==> config.mk <==
export PLATFORM = sky130hd
export DESIGN_NAME = pentary_mem_arbiter
export DESIGN_NICKNAME = d
export VERILOG_FILES = /design/src/rtl/pentary_pkg.sv /design/src/rtl/pentary_rr_arbiter.sv /design/src/rtl/pentary_mem_arbiter.sv
export SDC_FILE = /design/constraint.sdc
export NUM_CORES = 1
export LEC_CHECK = 0
export ABC_AREA = 1
export BUFFER_PORTS_ARGS = -buffer_cell sky130_fd_sc_hd__buf_2
export CORE_AREA = 2 2 155 157
export CTS_CLUSTER_DIAMETER = 40
export CTS_CLUSTER_SIZE = 12
export DETAILED_ROUTE_END_ITERATION = 8
export DIE_AREA = 0 0 157 159
export PLACE_DENSITY = 0.73
export SLEW_MARGIN = 20
export SYNTH_ARGS = -nofsm -noshare
export SYNTH_HDL_FRONTEND = slang
export SYNTH_HIERARCHICAL = 1
export SYNTH_SLANG_ARGS = --single-unit
==> constraint.sdc <==
create_clock -name clk -period 4.9 [get_ports clk]
set_input_delay 0.245 -clock clk [delete_from_list [all_inputs] [get_ports clk]]
set_output_delay 0.245 -clock clk [all_outputs]
set_load 0.01 [all_outputs]
==> src/rtl/pentary_pkg.sv <==
// ---------------------------------------------------------------------------
// pentary_pkg
// Shared definitions for the pentary memory arbiter slice.
//   PENT_WORD_W  : external memory word width (16 pentary digits x 3 bits)
//   PENT_DIGIT_W : bits per pentary digit
//   arb_state_t  : arbiter FSM state encoding
//   clog2w()     : $clog2 that never returns less than 1, for index widths
// ---------------------------------------------------------------------------
package pentary_pkg;

  localparam int PENT_WORD_W  = 48;
  localparam int PENT_DIGIT_W = 3;

  typedef enum logic [1:0] {
    IDLE   = 2'd0,
    ACCESS = 2'd1,
    RESP   = 2'd2
  } arb_state_t;

  // Index width helper: a single-entry selector still needs a 1-bit index.
  function automatic int clog2w(input int n);
    return (n <= 1) ? 1 : $clog2(n);
  endfunction

endpackage

==> src/rtl/pentary_rr_arbiter.sv <==
// ---------------------------------------------------------------------------
// pentary_rr_arbiter
// Combinational round-robin pick: the first asserted request found when
// searching upward from the pointer, wrapping past NUM_REQ-1.
//   i_req : request vector
//   i_ptr : search start channel (held by the parent)
//   o_gnt : one-hot grant (all zero when nothing requests)
//   o_idx : binary index of the granted channel
//   o_any : at least one request present
// ---------------------------------------------------------------------------
module pentary_rr_arbiter
  import pentary_pkg::*;
#(
  parameter  int NUM_REQ = 2,
  localparam int IW      = clog2w(NUM_REQ)
) (
  input  logic [NUM_REQ-1:0] i_req,
  input  logic [IW-1:0]      i_ptr,
  output logic [NUM_REQ-1:0] o_gnt,
  output logic [IW-1:0]      o_idx,
  output logic               o_any
);

  logic [NUM_REQ-1:0] w_gnt;
  logic [IW-1:0]      w_idx;
  logic [IW-1:0]      w_chan;
  logic               w_found;
  int                 w_sum;

  always_comb begin
    w_gnt   = '0;
    w_idx   = '0;
    w_chan  = '0;
    w_found = 1'b0;
    w_sum   = 0;
    for (int k = 0; k < NUM_REQ; k++) begin
      // Modular add done in int so non-power-of-two channel counts wrap.
      w_sum = int'(i_ptr) + k;
      if (w_sum >= NUM_REQ) w_sum = w_sum - NUM_REQ;
      w_chan = IW'(w_sum);
      if (!w_found && i_req[w_chan]) begin
        w_found       = 1'b1;
        w_gnt[w_chan] = 1'b1;
        w_idx         = w_chan;
      end
    end
  end

  assign o_gnt = w_gnt;
  assign o_idx = w_idx;
  assign o_any = w_found;

endmodule

==> src/rtl/pentary_mem_arbiter.sv <==
// ---------------------------------------------------------------------------
// pentary_mem_arbiter
// N-channel round-robin arbiter in front of the single external memory port.
// Supports single reads, aligned BURST_LEN-word burst reads, acknowledged
// single-word writes and a per-beat mem_ready timeout with error response.
//
// Ports:
//   clk, reset          : clock, asynchronous active-high reset
//   req_valid/ready     : per-channel request handshake (ready is one-hot)
//   req_write/burst     : per-channel transaction kind
//   req_addr/wdata      : packed per-channel address / write data
//   rsp_valid           : one-hot response strobe, qualifies rsp_data/last/err
//   rsp_data/last/err   : shared response data, final-beat flag, timeout flag
//   mem_*               : external memory port (level requests, mem_ready ack)
//   busy, grant_id      : transaction in flight, owner of that transaction
// ---------------------------------------------------------------------------
module pentary_mem_arbiter
  import pentary_pkg::*;
#(
  parameter  int NUM_REQ   = 2,
  parameter  int ADDR_W    = PENT_WORD_W,
  parameter  int DATA_W    = PENT_WORD_W,
  parameter  int BURST_LEN = 4,
  parameter  int TIMEOUT   = 64,
  localparam int IW        = clog2w(NUM_REQ)
) (
  input  logic                      clk,
  input  logic                      reset,
  input  logic [NUM_REQ-1:0]        req_valid,
  output logic [NUM_REQ-1:0]        req_ready,
  input  logic [NUM_REQ-1:0]        req_write,
  input  logic [NUM_REQ-1:0]        req_burst,
  input  logic [NUM_REQ*ADDR_W-1:0] req_addr,
  input  logic [NUM_REQ*DATA_W-1:0] req_wdata,
  output logic [NUM_REQ-1:0]        rsp_valid,
  output logic [DATA_W-1:0]         rsp_data,
  output logic                      rsp_last,
  output logic                      rsp_err,
  output logic [ADDR_W-1:0]         mem_addr,
  output logic                      mem_read,
  output logic                      mem_write,
  output logic [DATA_W-1:0]         mem_write_data,
  input  logic [DATA_W-1:0]         mem_read_data,
  input  logic                      mem_ready,
  output logic                      busy,
  output logic [IW-1:0]             grant_id
);

  localparam int                BEAT_W     = clog2w(BURST_LEN);
  localparam logic [BEAT_W-1:0] BEAT_LAST  = BEAT_W'(BURST_LEN - 1);
  localparam logic [ADDR_W-1:0] ALIGN_MASK = ADDR_W'(BURST_LEN - 1);
  localparam int                TCW        = clog2w(TIMEOUT + 1);
  localparam logic [TCW-1:0]    TO_LIM     = TCW'((TIMEOUT > 0) ? TIMEOUT - 1 : 0);
  localparam logic [IW-1:0]     LAST_ID    = IW'(NUM_REQ - 1);

  arb_state_t         r_state;
  logic [IW-1:0]      r_ptr;
  logic [IW-1:0]      r_gid;
  logic [NUM_REQ-1:0] r_gnt;
  logic               r_write;
  logic               r_burst;
  logic [ADDR_W-1:0]  r_addr;
  logic [DATA_W-1:0]  r_wdata;
  logic [BEAT_W-1:0]  r_beat;
  logic [TCW-1:0]     r_tcnt;
  logic               r_mem_read;
  logic               r_mem_write;
  logic [NUM_REQ-1:0] r_rsp_valid;
  logic [DATA_W-1:0]  r_rsp_data;
  logic               r_rsp_last;
  logic               r_rsp_err;

  logic [NUM_REQ-1:0] w_gnt;
  logic [IW-1:0]      w_idx;
  logic               w_any;
  logic [ADDR_W-1:0]  w_addr_sel;
  logic [DATA_W-1:0]  w_wdata_sel;
  logic               w_write_sel;
  logic               w_burst_sel;
  logic               w_last_beat;

  pentary_rr_arbiter #(
    .NUM_REQ (NUM_REQ)
  ) u_rr (
    .i_req (req_valid),
    .i_ptr (r_ptr),
    .o_gnt (w_gnt),
    .o_idx (w_idx),
    .o_any (w_any)
  );

  // One-hot mux of the winning channel's request fields.
  always_comb begin
    w_addr_sel  = '0;
    w_wdata_sel = '0;
    for (int i = 0; i < NUM_REQ; i++) begin
      if (w_gnt[i]) begin
        w_addr_sel  = req_addr[i*ADDR_W +: ADDR_W];
        w_wdata_sel = req_wdata[i*DATA_W +: DATA_W];
      end
    end
  end

  assign w_write_sel = |(req_write & w_gnt);
  // Writes are always single-word regardless of req_burst.
  assign w_burst_sel = |(req_burst & w_gnt) & ~w_write_sel;
  assign w_last_beat = ~r_burst | (r_beat == BEAT_LAST);

  always_ff @(posedge clk or posedge reset) begin
    if (reset) begin
      r_state     <= IDLE;
      r_ptr       <= '0;
      r_gid       <= '0;
      r_gnt       <= '0;
      r_write     <= 1'b0;
      r_burst     <= 1'b0;
      r_addr      <= '0;
      r_wdata     <= '0;
      r_beat      <= '0;
      r_tcnt      <= '0;
      r_mem_read  <= 1'b0;
      r_mem_write <= 1'b0;
      r_rsp_valid <= '0;
      r_rsp_data  <= '0;
      r_rsp_last  <= 1'b0;
      r_rsp_err   <= 1'b0;
    end else begin
      case (r_state)
        IDLE: begin
          if (w_any) begin
            r_state     <= ACCESS;
            r_gid       <= w_idx;
            r_gnt       <= w_gnt;
            r_write     <= w_write_sel;
            r_burst     <= w_burst_sel;
            r_addr      <= w_burst_sel ? (w_addr_sel & ~ALIGN_MASK) : w_addr_sel;
            r_wdata     <= w_wdata_sel;
            r_beat      <= '0;
            r_tcnt      <= '0;
            r_mem_read  <= ~w_write_sel;
            r_mem_write <= w_write_sel;
          end
        end

        ACCESS: begin
          if (mem_ready) begin
            r_state     <= RESP;
            r_mem_read  <= 1'b0;
            r_mem_write <= 1'b0;
            r_rsp_valid <= r_gnt;
            r_rsp_data  <= r_write ? '0 : mem_read_data;
            r_rsp_last  <= w_last_beat;
            r_rsp_err   <= 1'b0;
          end else if ((TIMEOUT != 0) && (r_tcnt == TO_LIM)) begin
            // Abort: error beat is marked last so RESP returns to IDLE and
            // any remaining burst beats are skipped.
            r_state     <= RESP;
            r_mem_read  <= 1'b0;
            r_mem_write <= 1'b0;
            r_rsp_valid <= r_gnt;
            r_rsp_data  <= '0;
            r_rsp_last  <= 1'b1;
            r_rsp_err   <= 1'b1;
          end else if (TIMEOUT != 0) begin
            r_tcnt <= r_tcnt + TCW'(1);
          end
        end

        RESP: begin
          r_rsp_valid <= '0;
          r_rsp_last  <= 1'b0;
          r_rsp_err   <= 1'b0;
          if (r_rsp_last) begin
            r_state <= IDLE;
            r_ptr   <= (r_gid == LAST_ID) ? '0 : r_gid + IW'(1);
          end else begin
            r_state    <= ACCESS;
            r_beat     <= r_beat + BEAT_W'(1);
            r_addr     <= r_addr + ADDR_W'(1);
            r_tcnt     <= '0;
            r_mem_read <= 1'b1;
          end
        end

        default: r_state <= IDLE;
      endcase
    end
  end

  // Grant is offered combinationally in IDLE; masked while reset is held so
  // every output reads zero during reset.
  assign req_ready      = ((r_state == IDLE) && !reset) ? w_gnt : '0;
  assign busy           = (r_state != IDLE);
  assign grant_id       = r_gid;
  assign mem_addr       = r_addr;
  assign mem_read       = r_mem_read;
  assign mem_write      = r_mem_write;
  assign mem_write_data = r_wdata;
  assign rsp_valid      = r_rsp_valid;
  assign rsp_data       = r_rsp_data;
  assign rsp_last       = r_rsp_last;
  assign rsp_err        = r_rsp_err;

endmodule

---- Word-level counts from Yosys, hierarchy flattened ----
Index checks and enable logic that the tools add are counted.
storage, ports and cells
  bits in registers ....................... 167
  bits of input ports ..................... 249
  output and inout port bits .............. 154
  word-level logic and storage cells ...... 126
operators by class
  add/sub/neg operators ................... 7
  order comparisons ....................... 6
  equal/unequal tests ..................... 9
  multiplexer cells ....................... 57
  bitwise gates (word level) .............. 7
  reductions and logical operators ........ 24
operator list
  cell                                                        count
  two-way mux 48 bit                                          9
  one-hot mux 48 bit (2 select lines)                         1
  adder 48 x 1 -> 48 bit, second input constant               1
  two-way mux 7 bit                                           4
  two-way mux 1 bit                                           22
  two-way mux 2 bit                                           11
  one-hot mux 7 bit (3 select lines)                          1
  AND reduction 2 bit                                         5
  nonzero test 2 bit                                          5
  one-hot mux 2 bit (2 select lines)                          2
  adder 7 x 1 -> 7 bit, second input constant                 1
  equality test 7 x 6 -> 1 bit, second input constant         1
  != test 2 bit, second input constant                        3
  one-hot mux 1 bit (2 select lines)                          3
  one-hot mux 2 bit (3 select lines)                          1
  AND reduction 3 bit                                         2
  AND reduction 5 bit                                         1
  bitwise AND 2 bit                                           2
  equality test 2 bit, second input constant                  2
  logical AND 1 bit                                           4
  less-than comparator 1 x 2 -> 1 bit, second input constant  2
  AND reduction 4 bit                                         1
  OR reduction 2 bit                                          2
  != test 3 bit, second input constant                        1
  other kinds (18)                                            23

---- Logic depth before layout (Yosys ltp) ----
  depth in word-level cells ............... 16
  mapped depth ............................ 11
  depth with buffers taken out ............ 10

---- Cells and area by module ----
Netlist, hierarchy kept.
by module, submodules not included
  module               times used  cells each  area each (um^2)  seq. area each (um^2)
  pentary_mem_arbiter  1           1,278       9,465.3           4,179.0
  pentary_rr_arbiter   1           7           30.0              0.0

---- Worst setup path after synthesis ----
No wires, ideal clock.
  kind .................................... flip-flop to flip-flop
  start point ............................. register r_state[0]
  end point ............................... register r_addr[2] (netlist: mem_addr[2])
  setup time .............................. 0.123 ns
  data arrival time ....................... 1.654 ns
  required time ........................... 4.777 ns
  path slack .............................. 3.123 ns
  cell stages (with the launch flop) ...... 11
  path buffers ............................ 2
  clock period less this slack ............ 1.777 ns
  cells stage by stage .................... dfrtp_1 > inv_1 > ha_1 > inv_2 > nor2_2 > a21oi_2 > nand2_1 > buf_4 > buf_2 > a211oi_1 > nor2_1
on the way
  longest elaborated chain between the ends .. 3
  elaborated cells on any way between the ends .. 7
  those cells by class .................... eq/ne: 3; mux: 1; reduce/logical: 3
RTL lines
  item                                                             line                        source
  from (decl)                                                      pentary_mem_arbiter.sv:56   arb_state_t r_state;
  from (signal assigned)                                           pentary_mem_arbiter.sv:111  r_state <= IDLE;
  from (signal assigned)                                           pentary_mem_arbiter.sv:131  r_state <= ACCESS;
  from (signal assigned)                                           pentary_mem_arbiter.sv:147  r_state <= RESP;
  equality test 2 bit / logical NOT 2 bit (equally long branches)  pentary_mem_arbiter.sv:128  case (r_state)
  != test 2 bit (no source line) (tied with other cells)           n/a
  AND reduction 3 bit (no source line)                             n/a
  to (signal assigned)                                             pentary_mem_arbiter.sv:136  r_addr <= w_burst_sel ? (w_addr_sel & ~ALIGN_MASK) : w_addr_sel;
  to (signal assigned)                                             pentary_mem_arbiter.sv:179  r_addr <= r_addr + ADDR_W'(1);
  to (decl)                                                        pentary_mem_arbiter.sv:62   logic [ADDR_W-1:0] r_addr;
Several ways; a longest one is shown, not always the timed one.
A chain may end at the register's enable or synchronous reset.

---- Final worst setup path ----
  start point ............................. register r_state[0]
  end point ............................... register r_addr[3] (netlist: mem_addr[3])
Same word-level chain as after synthesis.

==> metrics.csv <==
metric,value,unit
hold_buffers,0,
vias,10165,
ctsHtreeMaxLevel,4,
grt_max_degree,85,
finalSetupViolCount,0,
period_needed,2.474,ns
cp_top_family,buffers and inverters,
cap_violations,0,
post_cts_resized,0,
slew_headroom,41.64,%
dp_cells,1948,
worst_setup_path_end_kind,register,
dr.pass1.iters,6,
syn-cell-area,0.009495,mm2
yosysWarnings,6,
grt_pass1_vias,9629,
p_leak,6.520,nW
hpwl,24790,um
io_buffers,402,
synth_nets,1542,
drc,0,
max_freq,0.4042,GHz
slowest_delay,0.64,ns
violations,negative hold slack,
outcome,"complete, but fails checks",
nFillCells,2254,
dieArea,0.02496,mm2
grt_overflow,0,
start_util,40.94,%
fin_cells,1990,
crit_required,5.26,ns
slowest_stage,inv_1,
fin_crit_sh,50.49,%
ys.flop_type,dfrtp_1,
core_area,0.02319,mm2
hold_viol,6,
syn_avg_cell_area,7.389,um2
clkSinkCount,167,
cts_buffer_depth,2,
rows,56,
cts_buffers,17,
clkTransAtPathRegs,0.07,ns
synth_enable_flop_cells,0,
timing.critical_path.buf_inv,3,
placed_area,0.01171,mm2
regArea,0.004179,mm2
hp-class,in -> async,
tns,0,ns
criticalPathCategory,reg -> reg,
cp_cell_sequence,inv_1 -> ha_1 -> inv_2 -> nor2_2 -> a21oi_2 -> nand2_2 -> inv_1 -> o21ai_0 -> a21oi_1,
ant_nets,0,
tightest_slew,0.8744,ns
ys_ff_latch,167,
die_h,159,um
final_cell_mix,"buf_2, nand2_1, dfrtp_1",
antenna_found_initial,13,
async_flop_share,100.0,%
finalWeightedCongestion,0.9342,
die_w,157,um
synth.top_cells.by_area,"dfrtp_1, nand2_1, o21ai_0",
layout-drive-gt1-share,28.72,%
peakVddDrop,384.5,uV
grt_pass1_wl,51850,um
fin_worst_hold_slack,-0.01038,ns
worst_setup_path_start_kind,register,
drt-initial-drc-count,671,
yosysSeqAreaShare,44.01,%
io_pins,403,
crit_top_cell,inv_1,
wl_per_cell,16.83,um
track_usage,26.52,%
rsz0062_at_grt,false,
fin_util,53.27,%
cts_tree,done,
wirelength,33490,um
synthToLayoutAreaGrowth,30.11,%
design_area,0.01235,mm2
final_nets,1905,
power_density,591.2,mW/mm2
critPathMaxFanout,25,
fin_skew,0.02371,ns
via_per_inst,5.108,
arrival,2.83,ns
cts_root_buf,clkbuf_16,
slew_violations,0,
yosysTopAreaCellShare,44.01,%
layout_commonest_cell,buf_2,
netlist_instances,1285,
yosysTopAreaCell,dfrtp_1,
synthDistinctLibCells,41,
post_cts_buffers,0,
multi_input_area,0.004478,mm2
clk_latency,0.44,ns
-- synthesized netlist by cell type (19+ instances only) --
| cell type | number |
|---|---|
| a21oi_1 | 78 |
| clkbuf_1 | 28 |
| nor2_1 | 79 |
| o21ai_1 | 19 |
| o21ai_0 | 129 |
| dfrtp_1 | 167 |
| nand4_1 | 20 |
| nand2_1 | 379 |
| nand3_1 | 48 |
| a22oi_1 | 55 |
| inv_1 | 143 |
| a22o_1 | 24 |
| buf_2 | 27 |
-- stage by stage --
stage	setup WS [ns]	power [mW]
3_5_place_dp	2.478	5.878
5_1_grt	2.199	7.876
2_1_floorplan	0.1366	4.622
6_report	2.426	7.304
3_3_place_gp	2.520	5.776
4_1_cts	2.445	7.322
-- final cells by class --
| class | count | area share, % |
|---|---|---|
| sequential | 167 | 33.83 |
| inverter | 148 | 4.537 |
| timing repair buffer | 411 | 16.93 |
| tap | 319 | 3.231 |
| clock inverter | 15 | 1.580 |
| clock buffer | 17 | 3.443 |
| multi-input combinational | 903 | 36.25 |
| antenna | 10 | 0.2026 |
-- per-layer routing --
| layer | up-vias | part of all wire, % | GRT usage, % |
|---|---|---|---|
| met5 | - | 0.17 | 0 |
| met4 | 8 | 4.2 | 12.39 |
| li1 | 4955 | - | - |
| met2 | 442 | 49 | 44.44 |
| met3 | 79 | 7.3 | 6.124 |
| met1 | 4681 | 40 | 32.19 |
-- state kept, by name (all words and copies together) (netlist names), 2 cells and up --
register,cells
rsp_valid,2
r_state,2
rsp_data,48
r_gnt,2
mem_write_data,48
mem_addr,48
r_tcnt,7
r_beat,2
-- power by group --
group	total (mW)	internal (mW)	switching, mW
logic	3.38	1.21	2.17
clock network	1.42	0.742	0.677
registers	2.50	1.97	0.529
-- cells by family (layout without fill, tap and decap cells) --
kind of cell | Yosys count | in the layout | share of synthesized area (%)
and+or+nand+nor | 555 | 555 | 24.36
other | 0 | 10 | 0
xor gates and xnor gates | 10 | 10 | 0.9225
adders and majority gates | 8 | 8 | 1.054
buffers and inverters | 215 | 591 | 9.132
AOI/OAI and AO/OA | 330 | 330 | 20.52
DFF | 167 | 167 | 44.01
-- final timing paths --
kind                                   start           end  slack, ns  cells past startpoint
setup / recovery                  r_state[0]   mem_addr[3]       2.43                      9
hold / removal                         reset       rsp_err      -0.01                      2
setup reg to reg                  r_state[0]   mem_addr[3]       2.43                      9
hold reg to reg                 rsp_data[23]  rsp_data[23]       0.48                      2
max in group asynchronous              reset  rsp_data[40]       3.98                      3
min in group clk           mem_read_data[14]  rsp_data[14]       0.04                      3
Note: power is estimated with default switching activity, not from simulation.
